`src/rtl/fpnew_rob_issuer.sv`:
```
// Core-side FPU initiator: tags each issued op with a ROB slot, collects out-of-order
// results and hands them back to the core strictly in issue order.
module fpnew_rob_issuer #(
    parameter int unsigned Width = 64,
    parameter int unsigned Depth = 4,
    parameter int unsigned TagW  = $clog2(Depth),
    // Defaults match the fpnew_pkg encodings; pass the fpnew_pkg types when integrating.
    parameter type roundmode_e  = logic [2:0],
    parameter type operation_e  = logic [3:0],
    parameter type fp_format_e  = logic [2:0],
    parameter type int_format_e = logic [1:0],
    parameter type status_t     = logic [4:0]
) (
    input  logic                       clk_i,
    input  logic                       rst_i,
    input  logic                       flush_i,
    input  logic                       req_valid_i,
    output logic                       req_ready_o,
    input  logic [2:0][Width-1:0]      req_operands_i,
    input  roundmode_e                 req_rnd_mode_i,
    input  operation_e                 req_op_i,
    input  logic                       req_op_mod_i,
    input  fp_format_e                 req_src_fmt_i,
    input  fp_format_e                 req_dst_fmt_i,
    input  int_format_e                req_int_fmt_i,
    input  logic                       req_vectorial_i,
    output logic [2:0][Width-1:0]      fpu_operands_o,
    output roundmode_e                 fpu_rnd_mode_o,
    output operation_e                 fpu_op_o,
    output logic                       fpu_op_mod_o,
    output fp_format_e                 fpu_src_fmt_o,
    output fp_format_e                 fpu_dst_fmt_o,
    output int_format_e                fpu_int_fmt_o,
    output logic                       fpu_vectorial_o,
    output logic [TagW-1:0]            fpu_tag_o,
    output logic                       fpu_in_valid_o,
    input  logic                       fpu_in_ready_i,
    output logic                       fpu_flush_o,
    input  logic                       fpu_out_valid_i,
    output logic                       fpu_out_ready_o,
    input  logic [Width-1:0]           fpu_result_i,
    input  status_t                    fpu_status_i,
    input  logic [TagW-1:0]            fpu_tag_i,
    output logic                       rsp_valid_o,
    input  logic                       rsp_ready_i,
    output logic [Width-1:0]           rsp_result_o,
    output status_t                    rsp_status_o,
    output logic                       busy_o,
    output logic                       tag_err_o
);

    localparam int unsigned CntW = TagW + 1;

    logic [Depth-1:0] pending_reg;
    logic [Depth-1:0] done_reg;
    logic [Width-1:0] result_reg [Depth];
    status_t          status_reg [Depth];
    logic [TagW-1:0]  head_reg;
    logic [TagW-1:0]  tail_reg;
    logic [CntW-1:0]  count_reg;
    logic             tag_err_reg;

    logic             full;
    logic             alloc;
    logic             wb_fire;
    logic             wb_hit;
    logic             retire;
    logic [Depth-1:0] alloc_sel;
    logic [Depth-1:0] wb_sel;
    logic [Depth-1:0] retire_sel;

    assign fpu_operands_o  = req_operands_i;
    assign fpu_rnd_mode_o  = req_rnd_mode_i;
    assign fpu_op_o        = req_op_i;
    assign fpu_op_mod_o    = req_op_mod_i;
    assign fpu_src_fmt_o   = req_src_fmt_i;
    assign fpu_dst_fmt_o   = req_dst_fmt_i;
    assign fpu_int_fmt_o   = req_int_fmt_i;
    assign fpu_vectorial_o = req_vectorial_i;
    assign fpu_tag_o       = tail_reg;
    assign fpu_flush_o     = flush_i | rst_i;

    // The FPU's ready may depend on its valid, so valid must not look at ready.
    assign full            = (count_reg == CntW'(Depth));
    assign fpu_in_valid_o  = req_valid_i & ~full & ~flush_i;
    assign req_ready_o     = fpu_in_valid_o & fpu_in_ready_i;
    assign alloc           = req_ready_o;

    // A slot is reserved at issue, so results can always be absorbed.
    assign fpu_out_ready_o = ~flush_i;
    assign wb_fire         = fpu_out_valid_i & fpu_out_ready_o;
    assign wb_hit          = wb_fire & pending_reg[fpu_tag_i] & ~done_reg[fpu_tag_i];

    assign rsp_valid_o     = done_reg[head_reg];
    assign rsp_result_o    = result_reg[head_reg];
    assign rsp_status_o    = status_reg[head_reg];
    assign retire          = rsp_valid_o & rsp_ready_i;

    assign busy_o          = (count_reg != '0);
    assign tag_err_o       = tag_err_reg;

    for (genvar gi = 0; gi < Depth; gi++) begin : gen_sel
        assign alloc_sel[gi]  = alloc  & (tail_reg  == TagW'(gi));
        assign wb_sel[gi]     = wb_hit & (fpu_tag_i == TagW'(gi));
        assign retire_sel[gi] = retire & (head_reg  == TagW'(gi));
    end

    always_ff @(posedge clk_i) begin
        if (rst_i || flush_i) begin
            pending_reg <= '0;
            done_reg    <= '0;
            head_reg    <= '0;
            tail_reg    <= '0;
            count_reg   <= '0;
        end else begin
            // Alloc, writeback and retire never target the same slot in one cycle.
            for (int i = 0; i < Depth; i++) begin
                if (alloc_sel[i]) begin
                    pending_reg[i] <= 1'b1;
                    done_reg[i]    <= 1'b0;
                end else if (wb_sel[i]) begin
                    done_reg[i]    <= 1'b1;
                end else if (retire_sel[i]) begin
                    pending_reg[i] <= 1'b0;
                    done_reg[i]    <= 1'b0;
                end
            end
            if (alloc) begin
                tail_reg <= tail_reg + TagW'(1);
            end
            if (retire) begin
                head_reg <= head_reg + TagW'(1);
            end
            case ({alloc, retire})
                2'b10:   count_reg <= count_reg + CntW'(1);
                2'b01:   count_reg <= count_reg - CntW'(1);
                default: count_reg <= count_reg;
            endcase
        end
    end

    always_ff @(posedge clk_i) begin
        if (rst_i) begin
            tag_err_reg <= 1'b0;
            for (int i = 0; i < Depth; i++) begin
                result_reg[i] <= '0;
                status_reg[i] <= '0;
            end
        end else begin
            if (wb_fire && !wb_hit) begin
                tag_err_reg <= 1'b1;
            end
            for (int i = 0; i < Depth; i++) begin
                if (wb_sel[i]) begin
                    result_reg[i] <= fpu_result_i;
                    status_reg[i] <= fpu_status_i;
                end
            end
        end
    end

endmodule

```
`config.mk`:
```
export PLATFORM = sky130hd
export DESIGN_NAME = fpnew_rob_issuer
export DESIGN_NICKNAME = d
export VERILOG_FILES = /design/src/rtl/fpnew_rob_issuer.sv
export SDC_FILE = /design/constraint.sdc
export NUM_CORES = 1
export LEC_CHECK = 0
export BUFFER_PORTS_ARGS = -buffer_cell sky130_fd_sc_hd__buf_2
export CORE_AREA = 2 2 223 225
export CTS_CLUSTER_SIZE = 20
export DETAILED_ROUTE_END_ITERATION = 10
export DIE_AREA = 0 0 225 227
export PLACE_DENSITY_LB_ADDON = 0.2
export SLEW_MARGIN = 0
export SYNTH_ARGS = -nofsm -noshare
export SYNTH_HDL_FRONTEND = slang
export SYNTH_SLANG_ARGS = --single-unit
```
`constraint.sdc`:
```
create_clock -name clk_i -period 5.6 [get_ports clk_i]
set_input_delay 0.28 -clock clk_i [delete_from_list [all_inputs] [get_ports clk_i]]
set_output_delay 0.28 -clock clk_i [all_outputs]
set_load 0.1 [all_outputs]
```
**After elaboration in Yosys (flattened, before gate mapping)**

Memories as Yosys holds them, arrays and structs flattened. A register that Yosys moved wholly into a read port is not among the register bits.
Index checks and enable logic that the tools add are counted.
Widths: inputs -> output; s select.

- Register bits: 16
- Memory bits (writable): 276
- Input bits: 287
- Output and inout bits: 287
- Memories: 2

Memories:

| memory | depth | width | read ports | clocked after Yosys merged registers in | write ports | line | source |
|---|---|---|---|---|---|---|---|
| result_reg | 4 | 64 | 1 | 1 | 4 | 56 | `logic [Width-1:0] result_reg [Depth];` |
| status_reg | 4 | 5 | 1 | 1 | 4 | 57 | `status_t status_reg [Depth];` |

- $add $sub $neg: 4
- $lt $le $gt $ge: 2
- Equality and inequality tests: 16
- Multiplexer cells: 49
- Bitwise logic cells: 31
- Reduce and logical (&&, ||, !) cells: 24

Operator list:

| kind | number |
|---|---|
| $mux 64 | 4 |
| $mux 1 | 33 |
| $mux 5 | 4 |
| $and 1x1->1 | 19 |
| $reduce_bool 2->1 | 9 |
| $eq 2x2->1 const B | 7 |
| $or 1x1->1 | 9 |
| $eq 2x1->1 const B | 4 |
| $mux 2 | 4 |
| $ne 2x2->1 const B | 4 |
| $reduce_and 2->1 | 4 |
| $reduce_or 2->1 | 4 |
| $bmux 1 s2 | 3 |
| $logic_not 2->1 | 3 |
| $lt 2x3->1 const B | 2 |
| $pmux 3 s2 | 1 |
| $add 2x1->2 const B | 2 |
| $add 3x1->3 const B | 1 |
| $eq 3x3->1 const B | 1 |
| $not 1->1 | 3 |
| $reduce_bool 3->1 | 1 |
| $sub 3x1->3 const B | 1 |
| $logic_and 1x1->1 | 1 |
| $logic_not 1->1 | 1 |
| $logic_or 1x1->1 | 1 |

**Logic depth before layout (Yosys ltp)**

Gate-level depths: netlist of run 1.

- Word-level depth: 9
- Mapped depth: 11
- Mapped depth without buffers: 9

**Worst setup path before layout of run 1**

OpenSTA, ideal clock, no wires.

- Path type: input-to-reg
- Start point: input fpu_out_valid_i
- End point: memory result_reg[2][0], enable pin
- Library setup time: 0.439 ns
- Data arrival time: 2.608 ns
- Required time: 5.161 ns
- Path slack: 2.554 ns
- Cell stages on the path: 5
- Path buffers: 2
- Cell sequence: nor2b_1 > buf_2 > or3b_1 > buf_2 > nand2b_1

RTL lines:

| what | line | source |
|---|---|---|
| start: declaration | 39 | `input logic fpu_out_valid_i,` |
| end: declaration | 56 |  |

==> flow_summary.toml, run 1 <==
[drt]
drt-met1-wl_mm = 17.7
routed_wl_mm = 59.6
dr_total_vias = 8089
drt-initial-drc-count = 471
wl_met2_mm = 26.6
ant_nets = 0
first_pass_iters = 4
highest-signal-layer = "met5"
drc = 0
via_per_inst = 4.85
dr_wl_met3_mm = 13.7
routedWlPerCell_um = 35.8

[worst_setup_path]
critPathCaptureType = "primary output"
cp_num_buf_inv = 2
crit_chain = "buf_4 > mux4_2 > buf_2"
startpoint_type = "flip-flop"
cp_slowest_cell = "dfxtp_4"
slowest_delay_ns = 0.68
path_max_fanout = 29
worst_ep_required_time_ns = 5.32
crit_arrival_ns = 2.79
crit_family = "buffers and inverters"
crit_type = "reg2out"

[timing]
max_freq_mhz = 325
final-setup-viol-count = 0
post-route-min-period_ns = 3.07
worst_slack_ns = 2.53
worst_slew_pin_slew_ns = 1.08
slew_headroom = 0.281
final.setup.tns_ns = 0
grt_setup_unrepaired = "no"
finalClockSkew_ns = 0.0239
slew_violations = 0
post-route-period-util = 0.549
finalHoldViolations = 0

[global_route]
grt-ovfl-total = 0
grt_pass1_wl_mm = 77.7
grt_max_degree = 72
grtUsageTotal = 0.231
grt_pass1_vias = 8267
antenna_found_initial = 3

[power_and_ir_drop]
p_switching_w = 0.00123
switching_share = 0.244
leakage_nw = 5.26
internal-power_w = 0.00380
power_frac_clock = 0.432
seqPwrFrac = 0.495
p_comb_frac = 0.073
cellPowerDensity_nw_per_um2 = 329
vdd_drop_max_mv = 0.148

[logic_synthesis]
synthAdderAreaFrac = 0.00927
synth_seq_cells = 294
syn-cell-area_sq_um = 14300
synth_xor_area_frac = 0.00122
synth_area_leaders = "edfxtp_1 (58%), buf_4 (11%), mux4_2 (11%)"
synth_nets = 1381
synthDistinctLibCells = 37
yosys.area_share.simple = 0.125
synthMuxAreaShare = 0.115
synth_warnings = 0
yosys.area.top_type = "edfxtp_1"
ys_seq_area_frac = 0.604
postSynthAreaPerCell_sq_um = 13.2
synth_compound_area_frac = 0.0148
postSynthCellCount = 1084
synth_top_area_frac = 0.579
synth_top_family_by_area = "buffers and inverters"

[finish]
syn_to_final_growth_pct = 6.57
mostFrequentLayoutCells = "nor2_1 (283), edfxtp_1 (276), buf_2 (155)"
layout_commonest_cell = "nor2_1"
largest_reg_flops = 256
fin_cells = 1667
drive_above_1_share = 0.288
num_antenna_cells = 0
final_net_count = 1317

[run]
drv_cap = 0

[run_status]
status = "complete, no violations"

[cts]
htreeDepth = 2
cts_tree = "yes"
cts.path.max_buffers = 3
clk_pin_slew_ns = 0.06
cts_setup_buffers = 0
clk_latency_ns = 0.55
root_buffer = "clkbuf_16"
cts_hold_buf = 0
postCtsResizedCells = 0
cts.sinks = 294
numCtsBuffers = 36

[worst_hold_path]
hold_class = "in2reg"

[placement]
place_worst_setup_slack_ns = 2.63
io_buffers = 155
dpl.cell_count = 1604
dp_hpwl_mm = 44.7
routabilityCongestion = 0.915

[floorplan]
die-area_sq_um = 51100
io_pins = 574
die_w_um = 225
core_sq_um = 48500
initial_core_util = 0.295
rows = 81
dieHeight_um = 227
-- cell type report --
type                       instances  area (sq um)
clock buffer                      43           948
clock inverter                    20           126
sequential                       294          8660
fill                            4891         33300
inverter                          10          37.5
multi-input combinational        511          3840
timing repair buffer             167           866
tap                              622           778
-- synthesized netlist by cell type --
master and number:
a21oi_1 6, a221oi_2 4, a311oi_1 3, a311oi_2 1, and3_2 1, and3b_1 1
and4_4 1, and4b_1 4, buf_1 6, buf_2 18, buf_4 210, buf_6 3
clkbuf_1 32, dfxtp_1 18, edfxtp_1 276, fa_1 1, ha_1 9, inv_1 10
mux2_4 1, mux2i_1 7, mux4_2 69, nand2_1 11, nand2b_1 75, nand3_1 6
nand3b_1 7, nand4b_1 1, nor2_1 283, nor2b_1 1, nor3b_1 2, o21ai_0 1
o221ai_1 4, o22ai_1 5, o311ai_0 1, or3_1 1, or3_2 1, or3b_1 2
xor2_1 2
-- cells by family (layout without fill, tap and decap cells) --
family                   count (synthesis)  in the layout
XOR/XNOR                                 2              2
AO/OA/AOI/OAI                           25             25
AND/OR/NAND/NOR                        397            397
flip-flops                             294            294
adder cells (fa/ha/maj)                 10             10
buffers and inverters                  279            240
multiplexers                            77             77
-- stage by stage --
| step | utilization | power, W | hold slack (ns) | cell area [sq um] |
|---|---|---|---|---|
| 2_1_floorplan | - | 0.00349 | 0.461 | 14300 |
| 3_3_place_gp | 0.292 | 0.00290 | 0.494 | 14200 |
| 3_5_place_dp | 0.292 | 0.00291 | 0.495 | 14200 |
| 4_1_cts | 0.314 | 0.00508 | 0.0925 | 15300 |
| 5_1_grt | 0.314 | 0.00518 | 0.134 | 15300 |
| 6_report | 0.314 | 0.00502 | 0.118 | 15300 |
-- power groups by stage --
stage | Sequential, W | Combinational (W) | Clock (W)
finish | 0.00248 | 0.000368 | 0.00217
global route | 0.00249 | 0.000388 | 0.00230
CTS | 0.00248 | 0.000376 | 0.00222
detailed placement | 0.00253 | 0.000375 | 0
global placement | 0.00253 | 0.000375 | 0
floorplan | 0.00253 | 0.000961 | 0
-- worst register-to-register path, delay by kind of cell (launching register included) --
| kind | cells | cell delay [ns] |
|---|---|---|
| XOR/XNOR | 1 | 0.08 |
| buffers and inverters | 1 | 0.08 |
| AND/OR/NAND/NOR | 1 | 0.31 |
| adder cells (fa/ha/maj) | 2 | 0.49 |
| AO/OA/AOI/OAI | 2 | 0.51 |
| multiplexers | 1 | 0.69 |
| flip-flops | 1 | 0.48 |
-- per-layer routing --
metal  global-route usage  vias up
met5               0.0351        -
met3                0.251       77
li1                     -     3483
met4               0.0564        8
met2                0.347      593
met1                0.207     3928
-- worst paths after layout --
kind | startpoint | endpoint | slack [ns] | cells past startpoint
worst max-delay path | flip-flop | rsp_status_o[4] | 2.53 | 3
worst min-delay path | fpu_result_i[14] | result_reg[1][14] | 0.12 | 3
worst max register to register | head_reg[0] | count_reg[2] | 2.90 | 8
worst min register to register | count_reg[2] | count_reg[2] | 0.51 | 2
(Power assumes the default switching activity.)
==> inputs of run 2 (changes only) <==
--- a/config.mk
+++ b/config.mk
@@ -6,10 +6,10 @@
 export NUM_CORES = 1
 export LEC_CHECK = 0
 export BUFFER_PORTS_ARGS = -buffer_cell sky130_fd_sc_hd__buf_2
-export CORE_AREA = 2 2 223 225
+export CORE_AREA = 2 2 225 227
 export CTS_CLUSTER_SIZE = 20
 export DETAILED_ROUTE_END_ITERATION = 10
-export DIE_AREA = 0 0 225 227
+export DIE_AREA = 0 0 227 229
 export PLACE_DENSITY_LB_ADDON = 0.2
 export SLEW_MARGIN = 0
 export SYNTH_ARGS = -nofsm -noshare
==> constraint.sdc (replaced) <==
create_clock -name clk_i -period 2.82 [get_ports clk_i]
set_input_delay 0.141 -clock clk_i [delete_from_list [all_inputs] [get_ports clk_i]]
set_output_delay 0.141 -clock clk_i [all_outputs]
set_load 0.1 [all_outputs]
==> run 2 against run 1 <==
Critical path depth stayed put. Design area rose by 5.9%. Non-clock buffer count increased by 72. Critical endpoint is now rsp_result_o[41]. Largest cell class unchanged.
==> flow_summary.toml, run 2 (synthesized netlist as in run 1, its figures left out) <==
[drt]
first_pass_iters = 4
routedWlPerCell_um = 32.6
ant_nets = 0
drc = 0
drt-initial-drc-count = 612
dr_total_vias = 8342
via_per_inst = 4.66
routed_wl_mm = 58.4

[worst_setup_path]
r2r_cells = 9
startpoint_type = "flip-flop"
slowest_delay_ns = 0.69
r2r_setup_slack_ns = 0.48
crit_chain = "buf_4 > mux4_2 > buf_2"
rr_endpoint = "count_reg[2]"
cp_slowest_cell = "dfxtp_4"
worst_ep_required_time_ns = 2.68
crit_arrival_ns = 2.42
path_max_fanout = 22
critPathCaptureType = "primary output"
crit_type = "reg2out"
rr_startpoint = "count_reg[2]"

[floorplan]
io_pins = 574
rows = 82
dieHeight_um = 229
initial_core_util = 0.288
die-area_sq_um = 52000
core_sq_um = 49700
die_w_um = 227

[global_route]
grt_pass1_vias = 8660
grt_pass1_wl_mm = 78.3
grtUsageTotal = 0.224
antenna_found_initial = 1
grt_max_degree = 72
grt-ovfl-total = 0

[placement]
dpl.cell_count = 1671
dp_hpwl_mm = 43.0
placed_area_sq_um = 14500
io_buffers = 155
routabilityCongestion = 0.860

[cts]
cts.path.max_buffers = 3
numCtsBuffers = 36
root_buffer = "clkbuf_16"
htreeDepth = 2
cts.sinks = 294
cts_tree = "yes"
clk_latency_ns = 0.54
clk_pin_slew_ns = 0.05

[worst_hold_path]
hold_path_end = "result_reg[2][49]"
hold_class = "in2reg"
holdPathStages = 3
min_from = "fpu_result_i[49]"

[timing]
slew_violations = 0
max_freq_mhz = 391
final.setup.tns_ns = 0
finalHoldViolations = 0
post-route-min-period_ns = 2.56
finalClockSkew_ns = 0.0263
final-setup-viol-count = 0
grt_setup_unrepaired = "no"
worst_slew_pin_slew_ns = 0.588
slew_headroom = 0.608
post-route-period-util = 0.908

[run]
drv_cap = 0

[finish]
design_area_sq_um = 16200
fin_cells = 1789
final_net_count = 1389
layout_commonest_cell = "nor2_1"
post-route-util = 0.325
filler_cell_count = 5056
mostFrequentLayoutCells = "nor2_1 (283), edfxtp_1 (276), buf_2 (155)"
largest_reg_flops = 256
drive_above_1_share = 0.282
syn_to_final_growth_pct = 12.8

[run_status]
status = "complete, no violations"

[power_and_ir_drop]
leakage_nw = 5.62
cellPowerDensity_nw_per_um2 = 620
vdd_drop_max_mv = 0.304
==> run 2: changes by cell type in the layout (fill, tap and decap cells not counted), moves of 2 or more <==
cell | before | now
dlygate4sd3_1 | 0 | 55
buf_12 | 0 | 14
clkbuf_1 | 6 | 13
clkinv_1 | 10 | 5
buf_4 | 12 | 15
diode_2 | 0 | 2
inv_6 | 2 | 0
==> run 2: metrics by stage <==
| stage | hold slack [ns] | total power, W | setup WS, ns |
|---|---|---|---|
| finish | 0.0245 | 0.0100 | 0.260 |
| global route | 0.0328 | 0.0103 | 0.116 |
| CTS | 0.00226 | 0.0102 | 0.161 |
| detailed placement | 0.283 | 0.00579 | 0.485 |
| global placement | 0.283 | 0.00579 | 0.493 |
| floorplan | 0.351 | 0.00694 | 0.00629 |
==> run 2: how the worst max path moves through the flow <==
stage                             endpoint  slack (ns)  depth (start not counted)
after floorplan           result_reg[3][0]       0.006                          3
after global placement        count_reg[2]        0.49                          9
after detailed placement      count_reg[2]        0.48                          9
after CTS                 rsp_result_o[42]        0.16                          3
after global routing      rsp_result_o[41]        0.12                          3
final                     rsp_result_o[41]        0.26                          3
==> run 2: timing repair <==
action,4_1_cts,5_1_grt
gates resized for setup,0,0
endpoints found under the hold margin,197,0
buffers inserted,0,0
hold buffers,55,0
==> run 2: worst max-delay path: cells and delay by family, from the launching register on <==
kind	cells	cell delay, ns
flops	1	0.69
mux	1	0.52
buf+inv	2	0.62
==> run 2: power breakdown <==
part,switching (W),internal (W)
registers,0.0000356,0.00489
clock network,0.00179,0.00248
logic,0.000594,0.000226
==> run 2: area by class of cell <==
class                      instances  area [sq um]  share of cell area
timing repair buffer             239          1720               0.106
multi-input combinational        511          3840               0.238
clock buffer                      52          1010              0.0627
inverter                          10          37.5             0.00232
tap                              672           841              0.0521
antenna                            2          5.00            0.000310
sequential                       294          8660               0.536
clock inverter                     9          38.8             0.00240
==> run 2: routing by layer <==
layer  vias up  GRT usage  part of all wire
met4        10     0.0652             0.029
met3        97      0.216              0.21
met1      4085      0.216              0.32
li1       3624          -                 -
met5         -     0.0408            0.0045
met2       526      0.333              0.44
